--- config.mk ---
export PLATFORM = sky130hd
export DESIGN_NAME = demux8_stream_flat
export DESIGN_NICKNAME = d
export VERILOG_FILES = /design/src/rtl/demux8_pkg.sv /design/src/rtl/demux8_stream_if.sv /design/src/rtl/demux8_stream_lane.sv /design/src/rtl/demux8_stream.sv /design/src/flat_wrapper.sv
export SDC_FILE = /design/constraint.sdc
export NUM_CORES = 1
export LEC_CHECK = 0
export ABC_AREA = 1
export CORE_AREA = 2 2 65 67
export DETAILED_ROUTE_END_ITERATION = 7
export DIE_AREA = 0 0 67 69
export DONT_BUFFER_PORTS = 1
export PLACE_DENSITY = 0.79
export SKIP_LAST_GASP = 1
export SYNTH_ARGS = -nofsm -noshare
export SYNTH_HDL_FRONTEND = slang
export SYNTH_SLANG_ARGS = --single-unit
--- constraint.sdc ---
create_clock -name clk -period 7.3 [get_ports clk]
set_clock_uncertainty 0.1 [all_clocks]
set_input_delay 0.73 -clock clk [delete_from_list [all_inputs] [get_ports clk]]
set_output_delay 0.73 -clock clk [all_outputs]
set_load 0.005 [all_outputs]
--- src/rtl/demux8_pkg.sv ---
// Shared types and helpers for the 8-lane stream demultiplexer.
package demux8_pkg;

    localparam int unsigned NUM_LANES  = 8;
    localparam int unsigned LANE_IDX_W = 3;
    localparam int unsigned COUNT_W    = 4;

    typedef logic [LANE_IDX_W-1:0] lane_idx_t;

    typedef enum logic {
        MODE_ADDR = 1'b0,
        MODE_RR   = 1'b1
    } route_mode_t;

    // Number of set bits in a lane-valid vector (0..8).
    function automatic logic [COUNT_W-1:0] lane_count(input logic [NUM_LANES-1:0] v);
        logic [COUNT_W-1:0] c;
        c = '0;
        for (int i = 0; i < NUM_LANES; i++) begin
            c = c + COUNT_W'(v[i]);
        end
        return c;
    endfunction

endpackage

--- src/rtl/demux8_stream_if.sv ---
// Producer-side input stream, per-lane consumer handshakes and status for demux8_stream.
interface demux8_stream_if #(
    parameter int unsigned N = 4
);
    import demux8_pkg::*;

    logic [N-1:0]                  in_data;
    lane_idx_t                     in_sel;
    logic                          in_valid;
    logic                          in_ready;
    logic                          mode;
    logic [NUM_LANES-1:0][N-1:0]   out_data;
    logic [NUM_LANES-1:0]          out_valid;
    logic [NUM_LANES-1:0]          out_ready;
    lane_idx_t                     rr_ptr;
    logic [COUNT_W-1:0]            pending;

    modport master (
        output in_data, in_sel, in_valid, mode, out_ready,
        input  in_ready, out_data, out_valid, rr_ptr, pending
    );

    modport slave (
        input  in_data, in_sel, in_valid, mode, out_ready,
        output in_ready, out_data, out_valid, rr_ptr, pending
    );

endinterface

--- src/rtl/demux8_stream_lane.sv ---
// One-entry lane holding register; a load wins over a drain in the same cycle.
module demux_lane #(
    parameter int unsigned N = 4
) (
    input  logic         clk,
    input  logic         reset,
    input  logic         load,
    input  logic [N-1:0] ld_data,
    input  logic         drain,
    output logic         valid,
    output logic [N-1:0] data
);

    always_ff @(posedge clk or posedge reset) begin
        if (reset) begin
            valid <= 1'b0;
            data  <= '0;
        end else if (load) begin
            valid <= 1'b1;
            data  <= ld_data;
        end else if (drain) begin
            valid <= 1'b0;
        end
    end

endmodule

--- src/rtl/demux8_stream.sv ---
// Routes one word stream to 8 single-entry lanes, addressed or round-robin.
module demux8_stream
    import demux8_pkg::*;
#(
    parameter int unsigned N = 4
) (
    input  logic            clk,
    input  logic            reset,
    demux8_stream_if.slave  bus
);

    route_mode_t                 mode_c;
    lane_idx_t                   dst_c;
    logic                        in_ready_c;
    logic                        accept_c;
    logic [NUM_LANES-1:0]        load_c;
    logic [NUM_LANES-1:0]        next_valid_c;
    logic [NUM_LANES-1:0]        valid;
    logic [NUM_LANES-1:0][N-1:0] data;
    lane_idx_t                   rr_ptr_q;
    logic [COUNT_W-1:0]          pending_q;

    assign mode_c = route_mode_t'(bus.mode);

    // Destination select and flow control; a draining full lane may be reloaded.
    always_comb begin
        dst_c      = (mode_c == MODE_RR) ? rr_ptr_q : bus.in_sel;
        in_ready_c = !valid[dst_c] || bus.out_ready[dst_c];
        accept_c   = bus.in_valid && in_ready_c;
        load_c     = '0;
        for (int i = 0; i < NUM_LANES; i++) begin
            load_c[i] = accept_c && (dst_c == lane_idx_t'(i));
        end
        next_valid_c = load_c | (valid & ~bus.out_ready);
    end

    for (genvar g = 0; g < NUM_LANES; g++) begin : g_lane
        demux_lane #(.N(N)) u_lane (
            .clk     (clk),
            .reset   (reset),
            .load    (load_c[g]),
            .ld_data (bus.in_data),
            .drain   (bus.out_ready[g]),
            .valid   (valid[g]),
            .data    (data[g])
        );
    end

    // Pointer moves only on round-robin accepts; pending tracks the next lane occupancy.
    always_ff @(posedge clk or posedge reset) begin
        if (reset) begin
            rr_ptr_q  <= '0;
            pending_q <= '0;
        end else begin
            if (accept_c && (mode_c == MODE_RR)) begin
                rr_ptr_q <= rr_ptr_q + lane_idx_t'(1);
            end
            pending_q <= lane_count(next_valid_c);
        end
    end

    assign bus.in_ready  = in_ready_c;
    assign bus.out_valid = valid;
    assign bus.out_data  = data;
    assign bus.rr_ptr    = rr_ptr_q;
    assign bus.pending   = pending_q;

endmodule

--- src/flat_wrapper.sv ---
// flat-port wrapper written by rule: the top's interface ports become plain ports
module demux8_stream_flat import demux8_pkg::*;
#(
    parameter int unsigned N = 4
)
  (clk, reset, bus_in_data, bus_in_sel, bus_in_valid, bus_mode, bus_out_ready, bus_in_ready, bus_out_data, bus_out_valid, bus_rr_ptr, bus_pending);
  demux8_stream_if #(.N(N)) bus_i ();
  input  logic clk;
  input  logic reset;
  input wire logic [$bits(bus_i.in_data)-1:0] bus_in_data;
  input wire logic [$bits(bus_i.in_sel)-1:0] bus_in_sel;
  input wire logic [$bits(bus_i.in_valid)-1:0] bus_in_valid;
  input wire logic [$bits(bus_i.mode)-1:0] bus_mode;
  input wire logic [$bits(bus_i.out_ready)-1:0] bus_out_ready;
  output wire logic [$bits(bus_i.in_ready)-1:0] bus_in_ready;
  output wire logic [$bits(bus_i.out_data)-1:0] bus_out_data;
  output wire logic [$bits(bus_i.out_valid)-1:0] bus_out_valid;
  output wire logic [$bits(bus_i.rr_ptr)-1:0] bus_rr_ptr;
  output wire logic [$bits(bus_i.pending)-1:0] bus_pending;
  assign bus_i.in_data = bus_in_data;
  assign bus_i.in_sel = bus_in_sel;
  assign bus_i.in_valid = bus_in_valid;
  assign bus_i.mode = bus_mode;
  assign bus_i.out_ready = bus_out_ready;
  assign bus_in_ready = bus_i.in_ready;
  assign bus_out_data = bus_i.out_data;
  assign bus_out_valid = bus_i.out_valid;
  assign bus_rr_ptr = bus_i.rr_ptr;
  assign bus_pending = bus_i.pending;
  demux8_stream #(.N(N)) u_core (.clk(clk), .reset(reset), .bus(bus_i));
endmodule
==> results_dict.tcl <==
set metrics [dict create \
    n_antenna_cell 0 \
    cts_tree "done" \
    ios 67 \
    cts_buffers 5 \
    cp_max_fo 8 \
    synth_top_area_frac 0.476 \
    syn_nets 307 \
    slowest_stage "fa_1" \
    cts_sinks 47 \
    track_usage 0.240 \
    gr-total-overflow 0 \
    drive_above_1_share 0.116 \
    place_hpwl_um 3830 \
    root_buffer "clkbuf_8" \
    cts_setup_buffers 0 \
    worstMarginPinSlew_ns 0.947 \
    finalHoldViolCount 0 \
    synthTopCellsByArea "dfrtp_1 (48%), nand2_1 (14%), nand3_1 (6.1%)" \
    setup_viol_count_final 0 \
    yosys_warnings 0 \
    grt_pass1_wl_um 8560 \
    yosysTopAreaCell "dfrtp_1" \
    netlist_instances 280 \
    clk_pin_slew_ns 0.09 \
    core_area_um2 3910 \
    final_util 0.656 \
    rows 23 \
    start_util 0.631 \
    clockBufferDepth 2 \
    synth.yosys.seq_area_share 0.476 \
    seqPwrFrac 0.507 \
    die_h_um 69 \
    mostFrequentLayoutCells "nand2_1 (90), dfrtp_1 (47), nand3_1 (30), inv_1 (25), o21ai_0 (24)" \
    power.total_mw 0.904 \
    h-tree-depth 2 \
    status "completed" \
    endpoint_kind "flop" \
    drtPass1Iterations 4 \
    clkPwrFrac 0.226 \
    combPwrFrac 0.266 \
    maxCapViolations 0 \
    switching_share 0.369 \
    required_ns 7.39 \
    dieArea_um2 4620 \
    report.final.slew_viol_count 0 \
    vdd_drop_max_uv 178 \
    wire_per_inst_um 15.6 \
    ys_ff_latch 47 \
    layout_commonest_cell "nand2_1" \
    fillCellCount 346 \
    synth_area_per_cell_um2 8.82 \
    gp_congestion 0.863 \
    wirelength_um 5090 \
    crit_family "adder cells" \
    grt_max_degree 48 \
    fin_setup_tns_ns 0 \
    internal-power_mw 0.570 \
    crit_cells 12 \
    first_iter_violations 127 \
    syn_to_final_growth_pct 3.95 \
    period_needed_ns 4.12 \
    min_period_over_period 0.564 \
    critPathArrivalTime_ns 4.20 \
    syn_area_um2 2470 \
    fmax_mhz 243 \
    worstSetupStartpointType "flop" \
    drc 0 \
    path_cells "nand2_1 -> nand2_4 -> nor3_1 -> nand4_1 -> o21ai_0 -> ha_1 -> fa_1 -> fa_1 -> fa_1 -> inv_1 -> fa_1 -> xnor2_1" \
    r2r_cells 12 \
    grt_antenna_before_repair 0 \
    synth.distinct_cells 27 \
    worstSetupPathType "flop to flop" \
    rsz0062_at_grt "false" \
    slew_headroom 0.368 \
    clk_latency_ns 0.30 \
    grt_pass1_vias 1677 \
    cellLeakagePower_nw 1.39 \
    cts_hold_buf 0 \
    io_buffers 0 \
    p_sw_mw 0.334 \
    nets 303 \
    critPathMaxStageDelay_ns 0.56 \
    vias 1791 \
    post_cts_resized 0 \
    path_buf_inv 1 \
    p_per_area_nw_per_um2 352 \
    hp-class "input port to async pin" \
    die_w_um 67 \
    ant_nets 0 \
    via_per_inst 5.48 \
    cpMostUsedCell "fa_1" \
]
-- cell type report --
| class | instances | area [um^2] | area share |
|---|---|---|---|
| flip-flops and latches | 47 | 1180 | 0.458 |
| multi-input cells | 194 | 1100 | 0.427 |
| inverters | 28 | 110 | 0.0429 |
| clock buffers | 6 | 82.6 | 0.0322 |
| well taps | 50 | 62.6 | 0.0244 |
| clock inverters | 2 | 38.8 | 0.0151 |
-- through the flow --
stage	std cells	hold WS, ns	area [um^2]	worst slack [ns]
finish	327	0.413	2570	3.18
global placement	319	0.392	2450	2.97
floorplan	280	0.373	2470	3.17
global route	327	0.412	2570	2.96
CTS	327	0.408	2570	3.16
detailed placement	319	0.392	2450	2.93
-- state kept, by name, indices dropped and copies added, names as in the netlist --
register                    count
u_core.g_lane.u_lane.data      32
u_core.g_lane.u_lane.valid      8
u_core.bus.pending              4
u_core.bus.rr_ptr               3
-- metal layers --
layer | global-route usage | part of all wire | vias to the layer above | wire length [um]
li1 | - | - | 886 | -
met1 | 0.344 | 0.43 | 848 | 2210
met2 | 0.360 | 0.47 | 55 | 2400
met3 | 0.0799 | 0.090 | 2 | 456
met4 | 0.0408 | 0.0037 | 0 | 19
met5 | 0 | 0 | - | 0
-- kinds of logic after synthesis --
| family | synth area share |
|---|---|
| compound gates | 0.0567 |
| buf+inv | 0.0795 |
| simple gates | 0.328 |
| flops | 0.476 |
| fa+ha+maj | 0.0527 |
| xor+xnor | 0.00709 |
-- final timing paths --
check	startpoint	to	slack [ns]
min in group clk	bus_out_ready[2]	u_core.g_lane[2].u_lane.valid	0.41
worst max register to register	u_core.bus.rr_ptr[1]	u_core.bus.pending[2]	3.18
max in group asynchronous	reset	u_core.g_lane[5].u_lane.valid	6.09
worst min-delay path	reset	u_core.g_lane[2].u_lane.data[2]	0.41
worst min register to register	u_core.g_lane[5].u_lane.data[0]	u_core.g_lane[5].u_lane.data[0]	0.42
worst max-delay path	u_core.bus.rr_ptr[1]	u_core.bus.pending[2]	3.18
-- power by group through the flow --
stage          Sequential (mW)  Clock, mW  Combinational, mW
2_1_floorplan            0.436          0              0.221
3_3_place_gp             0.464          0              0.236
3_5_place_dp             0.465          0              0.243
4_1_cts                  0.461      0.208              0.245
5_1_grt                  0.475      0.219              0.285
6_report                 0.459      0.205              0.241
-- Yosys cell counts --
master,n
nand2_2,4
nand3_2,1
nand3_4,1
buf_6,2
nand3_1,30
nand2_4,6
dfrtp_1,47
inv_6,1
nand4_2,4
xnor2_1,1
buf_4,8
nor3_2,1
o21ai_0,24
xor2_1,1
ha_1,4
nand2_1,90
inv_2,1
fa_1,4
nor3_1,1
nor2_4,1
nor2_8,1
nand4_1,5
nand2_8,2
nor2_1,9
inv_1,26
buf_1,1
o21ai_1,4
Note: power is estimated with default switching activity, not from simulation.
